### config.mk
export PLATFORM = sky130hd
export DESIGN_NAME = bus_initiator_flat
export DESIGN_NICKNAME = d
export VERILOG_FILES = /design/src/rtl/bus_initiator_pkg.sv /design/src/rtl/bus_initiator_if.sv /design/src/rtl/bus_initiator_timeout_counter.sv /design/src/rtl/bus_initiator.sv /design/src/flat_wrapper.sv
export SDC_FILE = /design/constraint.sdc
export NUM_CORES = 1
export LEC_CHECK = 0
export BUFFER_PORTS_ARGS = -buffer_cell sky130_fd_sc_hd__buf_2
export CAP_MARGIN = 20
export CORE_MARGIN = 2
export CORE_UTILIZATION = 45
export CTS_BUF_LIST = sky130_fd_sc_hd__clkbuf_4 sky130_fd_sc_hd__clkbuf_8
export CTS_CLUSTER_DIAMETER = 120
export DETAILED_ROUTE_END_ITERATION = 7
export GPL_TIMING_DRIVEN = 0
export PLACE_DENSITY = 0.86
export SETUP_SLACK_MARGIN = 0.02
export SLEW_MARGIN = 40
export SYNTH_ARGS = -nofsm -noshare
export SYNTH_HDL_FRONTEND = slang
export SYNTH_HIERARCHICAL = 1
export SYNTH_SLANG_ARGS = --single-unit
### constraint.sdc
create_clock -name clk -period 2.8 [get_ports clk]
set_input_delay 0.14 -clock clk [delete_from_list [all_inputs] [get_ports clk]]
set_output_delay 0.14 -clock clk [all_outputs]
set_load 0.05 [all_outputs]
### src/rtl/bus_initiator_pkg.sv
// Shared bus constants, error codes and FSM state type for the bus initiator.
// These are the values that would otherwise come from the core-wide bus header.
package bus_initiator_pkg;

   localparam int BUS_WIDTH     = 32;
   localparam int BUS_ACC_WIDTH = 2;

   localparam logic [BUS_ACC_WIDTH-1:0] BUS_ACC_1B = 2'd0;
   localparam logic [BUS_ACC_WIDTH-1:0] BUS_ACC_4B = 2'd2;

   typedef logic [1:0] bus_err_t;
   localparam bus_err_t BUS_ERR_OK      = 2'd0;
   localparam bus_err_t BUS_ERR_FAULT   = 2'd1;
   localparam bus_err_t BUS_ERR_TIMEOUT = 2'd2;

   typedef enum logic [1:0] {
      ST_IDLE  = 2'd0,
      ST_ISSUE = 2'd1,
      ST_WAIT  = 2'd2,
      ST_DONE  = 2'd3
   } state_t;

endpackage

### src/rtl/bus_initiator_if.sv
// Command/response handshake plus peripheral bus signals of the bus initiator.
// master = initiator side, slave = requester + responder side.
interface bus_initiator_if #(
   parameter int ADDR_WIDTH = 32
);
   logic                                         cmd_valid;
   logic                                         cmd_ready;
   logic                                         cmd_w_rb;
   logic [ADDR_WIDTH-1:0]                        cmd_addr;
   logic [bus_initiator_pkg::BUS_ACC_WIDTH-1:0]  cmd_acc;
   logic [bus_initiator_pkg::BUS_WIDTH-1:0]      cmd_wdata;

   logic                                         rsp_valid;
   logic [1:0]                                   rsp_err;
   logic [bus_initiator_pkg::BUS_WIDTH-1:0]      rsp_rdata;

   logic [ADDR_WIDTH-1:0]                        addr;
   logic                                         w_rb;
   logic [bus_initiator_pkg::BUS_ACC_WIDTH-1:0]  acc;
   logic [bus_initiator_pkg::BUS_WIDTH-1:0]      wdata;
   logic                                         req;
   logic [bus_initiator_pkg::BUS_WIDTH-1:0]      rdata;
   logic                                         resp;
   logic                                         fault;

   modport master (
      input  cmd_valid, cmd_w_rb, cmd_addr, cmd_acc, cmd_wdata,
      input  rdata, resp, fault,
      output cmd_ready, rsp_valid, rsp_err, rsp_rdata,
      output addr, w_rb, acc, wdata, req
   );

   modport slave (
      output cmd_valid, cmd_w_rb, cmd_addr, cmd_acc, cmd_wdata,
      output rdata, resp, fault,
      input  cmd_ready, rsp_valid, rsp_err, rsp_rdata,
      input  addr, w_rb, acc, wdata, req
   );

endinterface

### src/rtl/bus_initiator_timeout_counter.sv
// WAIT-cycle counter: cleared outside WAIT, counts each silent WAIT cycle,
// flags expiry on the cycle that would be the TIMEOUT-th one without a resp.
module bus_initiator_timeout_counter #(
   parameter int TIMEOUT = 255,
   parameter int TO_W    = 8
) (
   input  logic clk,
   input  logic rstn,
   input  logic clr,
   input  logic en,
   output logic expired
);

   logic [TO_W-1:0] cnt_q, cnt_d;

   always_comb begin
      cnt_d = cnt_q;
      if (clr) begin
         cnt_d = '0;
      end else if (en) begin
         cnt_d = cnt_q + TO_W'(1);
      end
   end

   always_ff @(posedge clk or negedge rstn) begin
      if (!rstn) begin
         cnt_q <= '0;
      end else begin
         cnt_q <= cnt_d;
      end
   end

   assign expired = (cnt_q == TO_W'(TIMEOUT - 1));

endmodule

### src/rtl/bus_initiator.sv
// Single-outstanding peripheral bus initiator: one command in, one req pulse out,
// then a registered completion carrying OK / FAULT / TIMEOUT and read data.
module bus_initiator
   import bus_initiator_pkg::*;
#(
   parameter int ADDR_WIDTH = 32,
   parameter int TIMEOUT    = 255,
   parameter int TO_W       = 8
) (
   input  logic             clk,
   input  logic             rstn,
   bus_initiator_if.master  bif
);

   state_t                   state_q, state_d;
   logic [ADDR_WIDTH-1:0]    addr_q, addr_d;
   logic                     w_rb_q, w_rb_d;
   logic [BUS_ACC_WIDTH-1:0] acc_q, acc_d;
   logic [BUS_WIDTH-1:0]     wdata_q, wdata_d;
   logic [BUS_WIDTH-1:0]     rdata_q, rdata_d;
   bus_err_t                 err_q, err_d;

   logic cnt_clr;
   logic cnt_en;
   logic cnt_expired;

   bus_initiator_timeout_counter #(
      .TIMEOUT (TIMEOUT),
      .TO_W    (TO_W)
   ) u_timeout (
      .clk     (clk),
      .rstn    (rstn),
      .clr     (cnt_clr),
      .en      (cnt_en),
      .expired (cnt_expired)
   );

   always_comb begin
      state_d = state_q;
      addr_d  = addr_q;
      w_rb_d  = w_rb_q;
      acc_d   = acc_q;
      wdata_d = wdata_q;
      rdata_d = rdata_q;
      err_d   = err_q;
      cnt_clr = 1'b0;
      cnt_en  = 1'b0;

      case (state_q)
         ST_IDLE: begin
            cnt_clr = 1'b1;
            if (bif.cmd_valid) begin
               addr_d  = bif.cmd_addr;
               w_rb_d  = bif.cmd_w_rb;
               acc_d   = bif.cmd_acc;
               wdata_d = bif.cmd_wdata;
               state_d = ST_ISSUE;
            end
         end
         ST_ISSUE: begin
            // fault is only meaningful in the req cycle; it outranks a same-cycle resp
            cnt_clr = 1'b1;
            if (bif.fault) begin
               err_d   = BUS_ERR_FAULT;
               state_d = ST_DONE;
            end else if (bif.resp) begin
               err_d   = BUS_ERR_OK;
               if (!w_rb_q) begin
                  rdata_d = bif.rdata;
               end
               state_d = ST_DONE;
            end else begin
               state_d = ST_WAIT;
            end
         end
         ST_WAIT: begin
            if (bif.resp) begin
               err_d   = BUS_ERR_OK;
               if (!w_rb_q) begin
                  rdata_d = bif.rdata;
               end
               state_d = ST_DONE;
            end else if (cnt_expired) begin
               err_d   = BUS_ERR_TIMEOUT;
               state_d = ST_DONE;
            end else begin
               cnt_en  = 1'b1;
            end
         end
         ST_DONE: begin
            state_d = ST_IDLE;
         end
         default: begin
            state_d = ST_IDLE;
         end
      endcase
   end

   always_ff @(posedge clk or negedge rstn) begin
      if (!rstn) begin
         state_q <= ST_IDLE;
         addr_q  <= '0;
         w_rb_q  <= 1'b0;
         acc_q   <= '0;
         wdata_q <= '0;
         rdata_q <= '0;
         err_q   <= BUS_ERR_OK;
      end else begin
         state_q <= state_d;
         addr_q  <= addr_d;
         w_rb_q  <= w_rb_d;
         acc_q   <= acc_d;
         wdata_q <= wdata_d;
         rdata_q <= rdata_d;
         err_q   <= err_d;
      end
   end

   // req and rsp_valid decode straight from the state flop so each is a clean one-cycle pulse
   assign bif.req       = (state_q == ST_ISSUE);
   assign bif.rsp_valid = (state_q == ST_DONE);
   assign bif.cmd_ready = rstn && (state_q == ST_IDLE);
   assign bif.rsp_err   = err_q;
   assign bif.rsp_rdata = rdata_q;
   assign bif.addr      = addr_q;
   assign bif.w_rb      = w_rb_q;
   assign bif.acc       = acc_q;
   assign bif.wdata     = wdata_q;

endmodule

### src/flat_wrapper.sv
// flat-port wrapper written by rule: the top's interface ports become plain ports
module bus_initiator_flat import bus_initiator_pkg::*;
#(
   parameter int ADDR_WIDTH = 32,
   parameter int TIMEOUT    = 255,
   parameter int TO_W       = 8
)
  (clk, rstn, bif_cmd_valid, bif_cmd_w_rb, bif_cmd_addr, bif_cmd_acc, bif_cmd_wdata, bif_rdata, bif_resp, bif_fault, bif_cmd_ready, bif_rsp_valid, bif_rsp_err, bif_rsp_rdata, bif_addr, bif_w_rb, bif_acc, bif_wdata, bif_req);
  bus_initiator_if #(.ADDR_WIDTH(ADDR_WIDTH)) bif_i ();
  input  logic clk;
  input  logic rstn;
  input wire logic [$bits(bif_i.cmd_valid)-1:0] bif_cmd_valid;
  input wire logic [$bits(bif_i.cmd_w_rb)-1:0] bif_cmd_w_rb;
  input wire logic [$bits(bif_i.cmd_addr)-1:0] bif_cmd_addr;
  input wire logic [$bits(bif_i.cmd_acc)-1:0] bif_cmd_acc;
  input wire logic [$bits(bif_i.cmd_wdata)-1:0] bif_cmd_wdata;
  input wire logic [$bits(bif_i.rdata)-1:0] bif_rdata;
  input wire logic [$bits(bif_i.resp)-1:0] bif_resp;
  input wire logic [$bits(bif_i.fault)-1:0] bif_fault;
  output wire logic [$bits(bif_i.cmd_ready)-1:0] bif_cmd_ready;
  output wire logic [$bits(bif_i.rsp_valid)-1:0] bif_rsp_valid;
  output wire logic [$bits(bif_i.rsp_err)-1:0] bif_rsp_err;
  output wire logic [$bits(bif_i.rsp_rdata)-1:0] bif_rsp_rdata;
  output wire logic [$bits(bif_i.addr)-1:0] bif_addr;
  output wire logic [$bits(bif_i.w_rb)-1:0] bif_w_rb;
  output wire logic [$bits(bif_i.acc)-1:0] bif_acc;
  output wire logic [$bits(bif_i.wdata)-1:0] bif_wdata;
  output wire logic [$bits(bif_i.req)-1:0] bif_req;
  assign bif_i.cmd_valid = bif_cmd_valid;
  assign bif_i.cmd_w_rb = bif_cmd_w_rb;
  assign bif_i.cmd_addr = bif_cmd_addr;
  assign bif_i.cmd_acc = bif_cmd_acc;
  assign bif_i.cmd_wdata = bif_cmd_wdata;
  assign bif_i.rdata = bif_rdata;
  assign bif_i.resp = bif_resp;
  assign bif_i.fault = bif_fault;
  assign bif_cmd_ready = bif_i.cmd_ready;
  assign bif_rsp_valid = bif_i.rsp_valid;
  assign bif_rsp_err = bif_i.rsp_err;
  assign bif_rsp_rdata = bif_i.rsp_rdata;
  assign bif_addr = bif_i.addr;
  assign bif_w_rb = bif_i.w_rb;
  assign bif_acc = bif_i.acc;
  assign bif_wdata = bif_i.wdata;
  assign bif_req = bif_i.req;
  bus_initiator #(.ADDR_WIDTH(ADDR_WIDTH), .TIMEOUT(TIMEOUT), .TO_W(TO_W)) u_core (.clk(clk), .rstn(rstn), .bif(bif_i));
endmodule
==> metrics, run 1 <==
antenna-violating nets left 0; Area growth, synth to finish 49.4%; CTS tree done; Fin. Hold Viols 0; skew final between 0.01 and 0.015 ns; vias in the first global route around 3700; Post-Layout Cell Count 720; sequential-to-total area share from yosys stat between 60% and 70%; Fmax achieved roughly 440 MHz; critical path type flip-flop to flip-flop; Synth Instances roughly 290; commonest non-fill, non-tap cells in the layout buf_2, dfrtp_1, mux2_2; Mapped Area ~4400 sq um; peak supply drop 0.885 mV; fin. max-slew vios 0; EDFF count, synth 0; Placed Cells roughly 630; Mapped Avg Cell Area ~15 sq um; Setup WS pre-CTS around 0.55 ns; nets between 600 and 700; total CTS buffers 9; RSZ-0062 raised after global routing false; Max-cap violations 0; Iteration-0 DRC Markers approximately 60; htree depth 3; Primary FF master, synth dfrtp_1; crit end category flip-flop; post-synthesis xor/xnor area fraction less than 1%; Critical Path AT 2.54 ns; GR Util All Layers a little over a fifth; # fillers between 600 and 700; largest family of logic cells by synthesized area multiplexers; final setup fails 0; Die X just over 100 um; setup bufs post-CTS 0; Synth Area in Adders 2.26%; Lkg Pwr 3.24 nW; Inserted Diodes 0; DR WL/cell between 15 and 20 um; crit path cell chain inv_1, ha_1, nand3_1, nor2_1, nor3b_1, buf_4, nand4_4, or3_1, a21oi_1; power per cell area 1360 nW/um^2; Initial Util 45.8%; die area 10700 sq um; cts repair resizes 0; Mapped Nets 400; Longest Clk Path Bufs 2; Critical Path Stages 9; Core Area between 9000 and 10000 sq um; Placer Congestion 0.827; Yosys reg bits between 100 and 150; first-pass GRT wire length ~17000 um; post-route setup slack roughly 0.55 ns; commonest non-fill, non-tap cell in the layout buf_2; Crit path max-delay family simple AND/OR/NAND/NOR gates; initial antenna violation count 0; row cnt 36; Vias between 3000 and 4000; setup_tns 0 ns; TritonCTS Sinks between 100 and 150; crit-path max FO 7; mux cell area share after synthesis between 20% and 30%; yosys warns 6; final wirelength 11600 um; pin count of the biggest net entering global routing a little under 60; layout cells sized above 1 roughly 57%; r2r worst-path depth 9; slowest cell delay on critical path about 0.47 ns; status finished, final reports clean; worst-skew pair later-pin latency between 0.3 and 0.4 ns; DR pass1 iterations 5; DP HPWL 7600 um; Final period util between 80 and 90%; DR DRC count 0; Critical Path RT just over 3 ns; min Tclk post-route between 2 and 2.5 ns; Hold Crit Class input port to flip-flop; die height 103 um; hold slack approximately 0.021 ns; io pins 208; hold path depth 2; Root Buffer clkbuf_8; Post-CTS Hold Buffers 70; startpoint types flip-flop; CTS clk-pin slew, worst paths approximately 0.1 ns; async set-or-reset flop fraction in the synthesized netlist 100%; Congestion Overflow GR 0; library cells used by synthesis 34; Slew @ Worst Pin ~0.46 ns; Slew HR ~69%; slowest CP cell dfrtp_1; compound-cell area share of the yosys netlist a little under 3%; crit path buf inv count 2; area share of and/or/nand/nor cells after synthesis between 3 and 4%; number of port buffers between 200 and 250; Vias/cell approximately 4.8
-- routing by layer --
layer  global-route usage, %  up-vias  wire length (um)
met4                    10.9        0               399
met1                    21.7     1694              4210
met5                       0        -                 0
li1                        -     1599                 -
met3                    4.57       36               645
met2                    40.3      147              6360
-- through the flow --
stage          instance area (sq um)  utilization [%]  total power [mW]
2_1_floorplan                   4430                -              6.74
4_1_cts                         6570             67.8              9.00
3_5_place_dp                    5670             58.6              7.97
5_1_grt                         6620             68.4              9.45
6_report                        6620             68.4              9.01
3_3_place_gp                    5630             58.2              7.80
-- registers in the layout (all words and copies together), names as in the netlist --
register,cells
u_core/bif.acc,2
u_core/bif.addr,32
u_core/bif.rsp_err,2
u_core/bif.rsp_rdata,32
u_core/bif.w_rb,1
u_core/bif.wdata,32
u_core/state_q,2
u_core/u_timeout/cnt_q,8
-- final timing paths --
| path | startpoint | to | slack [ns] |
|---|---|---|---|
| hold reg to reg | u_core/bif.rsp_rdata[4] | u_core/bif.rsp_rdata[4] | 0.50 |
| hold / removal | bif_cmd_addr[9] | u_core/bif.addr[9] | 0.02 |
| setup reg to reg | u_core/u_timeout/cnt_q[0] | u_core/u_timeout/cnt_q[5] | 0.55 |
| setup / recovery | u_core/u_timeout/cnt_q[0] | u_core/u_timeout/cnt_q[5] | 0.55 |
| max in group asynchronous | rstn | u_core/bif.addr[11] | 1.90 |
| min in group asynchronous | rstn | u_core/bif.wdata[13] | 0.29 |
-- synthesized netlist by cell type (all sizes together), types with 2 or more instances --
| master | n | area, sq um |
|---|---|---|
| nor2 | 7 | 26.3 |
| o21ai | 4 | 20.0 |
| ha | 8 | 100 |
| buf | 11 | 76.3 |
| nand3 | 3 | 15.0 |
| a211oi | 2 | 27.5 |
| dfrtp | 111 | 2780 |
| or2 | 2 | 12.5 |
| nand4 | 3 | 33.8 |
| a21oi | 4 | 20.0 |
| inv | 8 | 30.0 |
| mux2 | 100 | 1130 |
| or3 | 3 | 18.8 |
| xor2 | 3 | 26.3 |
| nand2 | 5 | 18.8 |
-- report_power, final --
group,internal [mW],switching (mW)
Combinational,1.55,3.72
Sequential,2.37,0.411
Clock,0.434,0.517
Total,4.36,4.65
-- cell families after synthesis --
logic type	Yosys count
compound gates	18
xor+xnor	4
mux	100
simple gates	27
buf+inv	20
flops	111
fa+ha+maj	8
-- area by class of cell --
type                       count  area [sq um]  area share [%]
clock buffer                  10           138            2.08
multi-input combinational    157          1540            23.3
clock inverter                 6          60.1           0.907
inverter                       8          30.0           0.454
tap                          133           166            2.51
sequential                   111          2780            42.0
timing repair buffer         283          1820            27.6
buffer                        12          80.1            1.21
No activity file was read; power rests on OpenSTA's default activity.
==> run 2: changes to the inputs <==
clock period = 2.2 ns   (was 2.8 ns; I/O delays follow)
==> metrics, run 2 (synthesized netlist as in run 1, its figures left out) <==
commonest non-fill, non-tap cell in the layout buf_2; Worst Hold Endpoint u_core/bif.rsp_err[1]; die height 103 um; layout cells sized above 1 55.7%; r2r startpoint u_core/state_q[0]; Lkg Pwr approximately 3.4 nW; initial antenna violation count 0; Vias/cell around 4.8; Longest Clk Path Bufs 2; DR pass1 iterations 4; crit path cell chain inv_1, ha_1, nand2_1, clkbuf_4, clkbuf_4, mux2_2; min Tclk post-route roughly 2 ns; row cnt 36; switching power approximately 6.0 mW; Core Area roughly 9700 sq um; Placer Congestion between 0.8 and 0.9; crit path from u_core/state_q[0]; slowest CP cell dfrtp_1; Area growth, synth to finish 55.9%; busiest grt layer met2; Reg2Reg Setup Slack between 0.15 and 0.2 ns; vias in the first global route just under 4000; Max-cap violations 0; GR Util All Layers 23.2%; # fillers about 640; Flop pwr share between 30% and 40%; Post-Layout Cell Count 747; Reg-to-Reg End u_core/bif.wdata[29]; TritonCTS Sinks around 110; startpoint types flip-flop; Critical Path AT ~2.3 ns; Final period util 91.7%; Hold Crit Class input port to flip-flop; Sw Ratio between 50% and 60%; Hold Startpoint bif_resp; final setup fails 0; Iteration-0 DRC Markers 85; met1 usage about a quarter; Internal Power 5.61 mW; Die X between 100 and 150 um; Slew @ Worst Pin 0.437 ns; Logic pwr share approximately three fifths; peak supply drop ~1.2 mV; Vias around 3600; Fmax achieved between 400 and 500 MHz; die area about 11000 sq um; slowest cell delay on critical path between 0.4 and 0.5 ns; total CTS buffers 9; CTS tree done; Clock Power Share between 10% and 20%; first-pass GRT wire length approximately 19000 um; io pins around 210; commonest non-fill, non-tap cells in the layout buf_2, dfrtp_1, dlygate4sd3_1; r2r worst-path depth 6; fin. max-slew vios 0; pin count of the biggest net entering global routing between 50 and 60; critical path type flip-flop to flip-flop; GR Layer Usage met2 45.0%; final wirelength 12500 um; met3 Usage GRT 4.77%; RSZ-0062 raised after global routing false; Placed Cells between 600 and 700; DP HPWL between 7000 and 8000 um; status finished, final reports clean; crit-path max FO 10; antenna-violating nets left 0; Critical Path RT approximately 2.4 ns; worst-skew pair later-pin latency 0.36 ns; crit end category flip-flop; Slew HR 70.7%; Root Buffer clkbuf_8; power per cell area 1680 nW/um^2; Initial Util 45.8%; CTS clk-pin slew, worst paths 0.10 ns; DR WL/cell approximately 17 um; Congestion Overflow GR 0; Top cell by count, worst path clkbuf_4; Fin. Hold Viols 0; nets between 700 and 800; htree depth 3; Inserted Diodes 0; hold path depth 2; hold slack roughly 0.063 ns; DR DRC count 0; skew final just over 0.008 ns; number of port buffers approximately 210; Design Power between 10 and 15 mW
==> run 2: power by group through the flow <==
stage / sequential [mW] / combinational, mW / clock (mW)
finish: 3.56 / 6.82 / 1.21
global route: 3.67 / 7.15 / 1.34
CTS: 3.52 / 6.73 / 1.25
detailed placement: 3.56 / 6.59 / 0
global placement: 3.48 / 6.45 / 0
floorplan: 6.86 / 1.72 / 0
==> run 2: cell type report <==
type	count	area (sq um)	share of cell area, %
buffer	12	90.1	1.30
clock buffer	10	138	1.99
clock inverter	6	60.1	0.869
inverter	8	30.0	0.435
multi-input combinational	157	1560	22.5
sequential	111	2780	40.2
tap	133	166	2.41
timing repair buffer	310	2090	30.2
==> run 2: what timing repair did <==
| item | in CTS | in global routing |
|---|---|---|
| endpoints found under the setup margin | 3 | 34 |
| pin swaps | 0 | 1 |
| hold endpoints to repair | 153 | 0 |
| hold buffers | 100 | 0 |
| resized for setup | 1 | 7 |
| setup buffers | 0 | 2 |
==> run 2: per-stage QoR <==
step                      worst slack, ns  util (%)  area (sq um)  setup TNS (ns)
after floorplan                     0.252         -          4430               0
after global placement             -0.350      58.2          5630          -12.38
after detailed placement          -0.0549      58.6          5670         -0.0772
after CTS                           0.103      71.0          6880               0
after global routing               0.0255      71.4          6910               0
final                               0.182      71.4          6910               0
==> run 2: how the worst max path moves through the flow <==
stage	endpoint	slack, ns	depth (start not counted)
2_1_floorplan	u_core/u_timeout/cnt_q[5]	0.25	9
3_3_place_gp	bif_cmd_ready	-0.35	3
3_5_place_dp	u_core/u_timeout/cnt_q[5]	-0.05	9
4_1_cts	u_core/u_timeout/cnt_q[5]	0.10	9
5_1_grt	u_core/u_timeout/cnt_q[7]	0.03	7
6_report	u_core/bif.wdata[29]	0.18	6
==> run 2: per-layer routing <==
| metal | wire, um | part of all wire (%) | vias up |
|---|---|---|---|
| met5 | 0 | 0 | - |
| met4 | 335 | 2.7 | 0 |
| met3 | 653 | 5.2 | 26 |
| met2 | 6960 | 56 | 136 |
| met1 | 4550 | 36 | 1754 |
| li1 | - | - | 1649 |
==> run 2: critical path: cells and delay by family (launching register included) <==
family / cells / cell delay [ns]
flops: 1 / 0.44
fa+ha+maj: 1 / 0.27
simple gates: 1 / 0.17
mux: 1 / 0.37
buf+inv: 3 / 0.64
==> run 3: changes to the inputs <==
ABC_AREA = 1   (was unset)
PLACE_DENSITY = 0.84   (was 0.86)
==> metrics, run 3 <==
Synth Instances roughly 530; Initial Util a little under half; fin. max-slew vios 0; Critical Path AT about 2.3 ns; Internal Power just over 5 mW; synth top area cells dfrtp_1, nand2_1, nand3_1; Fmax achieved 491 MHz; Root Buffer clkbuf_8; final setup fails 0; vias in the first global route approximately 4800; Max-cap violations 0; Post-Layout Cell Count a little under 1000; Area growth, synth to finish 50.0%; CTS clk-pin slew, worst paths 0.10 ns; yosys warns 6; Mapped Area about 4900 sq um; total CTS buffers 9; Mapped Avg Cell Area 9.12 sq um; Yosys reg bits 111; Flop pwr share ~30%; library cells used by synthesis 24; Logic pwr share 59.6%; Synth top area share 57.2%; min Tclk post-route between 2 and 2.5 ns; GR Util All Layers around 25%; pin count of the biggest net entering global routing just over 60; Design Power approximately 12 mW; commonest non-fill, non-tap cell in the layout buf_2; DR DRC count 0; Core Area approximately 10000 sq um; Critical Path RT 2.44 ns; Slew @ Worst Pin 0.511 ns; final wirelength 14800 um; Fin. Hold Viols 0; io pins 208; skew final approximately 0.011 ns; status finished, final reports clean; Clock Power Share about a tenth; Sw Ratio a little under three fifths; row cnt 37; Primary FF master, synth dfrtp_1; Placer Congestion roughly 0.8; worst-skew pair later-pin latency 0.37 ns; Slew HR about two thirds; Die X around 110 um; async set-or-reset flop fraction in the synthesized netlist 100%; DR WL/cell approximately 15 um; power per cell area 1580 nW/um^2; antenna-violating nets left 0; RSZ-0062 raised after global routing false; Final period util around 93%; DP HPWL 8820 um; nets a little under 1000; layout cells sized above 1 between 30% and 40%; crit-path max FO 10; TritonCTS Sinks around 110; largest area contributor in the netlist dfrtp_1; switching power around 6.4 mW; die area 11600 sq um; initial antenna violation count 0; DR pass1 iterations 6; Inserted Diodes 0; Mapped Nets about 650; Reg2Reg Setup Slack between 0.15 and 0.2 ns; commonest non-fill, non-tap cells in the layout buf_2, nand2_1, dfrtp_1; count leader, synth nand2_1; synth cell count leaders nand2_1, dfrtp_1, nand3_1; Vias 4792; Hold Crit Class input port to flip-flop; die height between 100 and 150 um; Iteration-0 DRC Markers 332; startpoint types flip-flop; first-pass GRT wire length 23200 um; number of port buffers 206; Congestion Overflow GR 0; crit end category flip-flop; Lkg Pwr roughly 4 nW; critical path type flip-flop to flip-flop; peak supply drop approximately 0.98 mV; EDFF count, synth 0; Placed Cells slightly below 900; Longest Clk Path Bufs 2; CTS tree done; sequential-to-total area share from yosys stat 57.2%; htree depth 3; Vias/cell about 4.8
==> run 3: per-stage QoR <==
stage / TNS (ns) / hold WS, ns / utilization, % / setup WS [ns] / cell area (sq um)
after floorplan: 0 / -0.186 / - / 0.349 / 4860
after global placement: -28.71 / 0.341 / 58.2 / -0.371 / 6060
after detailed placement: 0 / 0.0683 / 58.5 / 0.114 / 6100
after CTS: 0 / 0.0118 / 69.8 / 0.0850 / 7270
after global routing: 0 / 0.00688 / 70.0 / 0.0199 / 7290
final: 0 / 0.0325 / 70.0 / 0.163 / 7290
==> run 3: logic make-up after synthesis <==
family	Yosys count	share of synthesized area (%)
compound gates	41	6.75
buf+inv	79	7.85
flops	111	57.2
simple gates	294	26.2
fa+ha+maj	8	2.06
==> run 3: routing by layer <==
layer / vias up / wire (um) / GRT usage (%)
met1: 2266 / 5670 / 29.5
met4: 0 / 353 / 10.3
met5: - / 0 / 0
met3: 30 / 822 / 4.60
met2: 199 / 7940 / 46.3
li1: 2297 / - / -
==> run 3: layout make-up <==
cell class | instances | area, sq um
Multi-Input combinational cell | 343 | 1700
Fill cell | 766 | 3130
Buffer | 29 | 200
Clock buffer | 11 | 151
Sequential cell | 111 | 2780
Tap cell | 136 | 170
Timing Repair Buffer | 305 | 2050
Inverter | 50 | 189
Clock inverter | 5 | 47.5
==> run 3: final timing paths <==
check                           cells after the start            startpoint                   endpoint
worst max-delay path                                9     u_core/state_q[1]  u_core/u_timeout/cnt_q[2]
worst min register to register                      2  u_core/bif.wdata[11]       u_core/bif.wdata[11]
min in group asynchronous                           2                  rstn       u_core/bif.wdata[13]
max in group asynchronous                           3                  rstn        u_core/bif.addr[30]
worst min-delay path                                3        bif_cmd_acc[0]          u_core/bif.acc[0]
worst max register to register                      9     u_core/state_q[1]  u_core/u_timeout/cnt_q[2]
==> run 3: what timing repair did <==
| item | 4_1_cts | 5_1_grt |
|---|---|---|
| endpoints found under the hold margin | 154 | 0 |
| endpoints found under the setup margin | 0 | 9 |
| hold buffers | 97 | 0 |
| buffers inserted | 0 | 1 |
| gates resized for setup | 0 | 6 |
==> run 3: worst max-delay path, cell delays in order (launching register included) <==
cell,delay (ns)
dfrtp_2,0.43
inv_1,0.10
ha_1,0.18
clkbuf_4,0.20
clkbuf_4,0.21
or2_2,0.35
nor2_4,0.17
nor2_4,0.07
o21ai_0,0.14
a21oi_1,0.06
==> run 3: power by group through the flow <==
stage,logic (mW),clock network [mW],registers [mW]
after floorplan,2.04,0,6.42
after global placement,6.53,0,3.41
after detailed placement,6.64,0,3.44
after CTS,6.76,1.25,3.42
after global routing,7.27,1.34,3.54
final,6.86,1.21,3.45
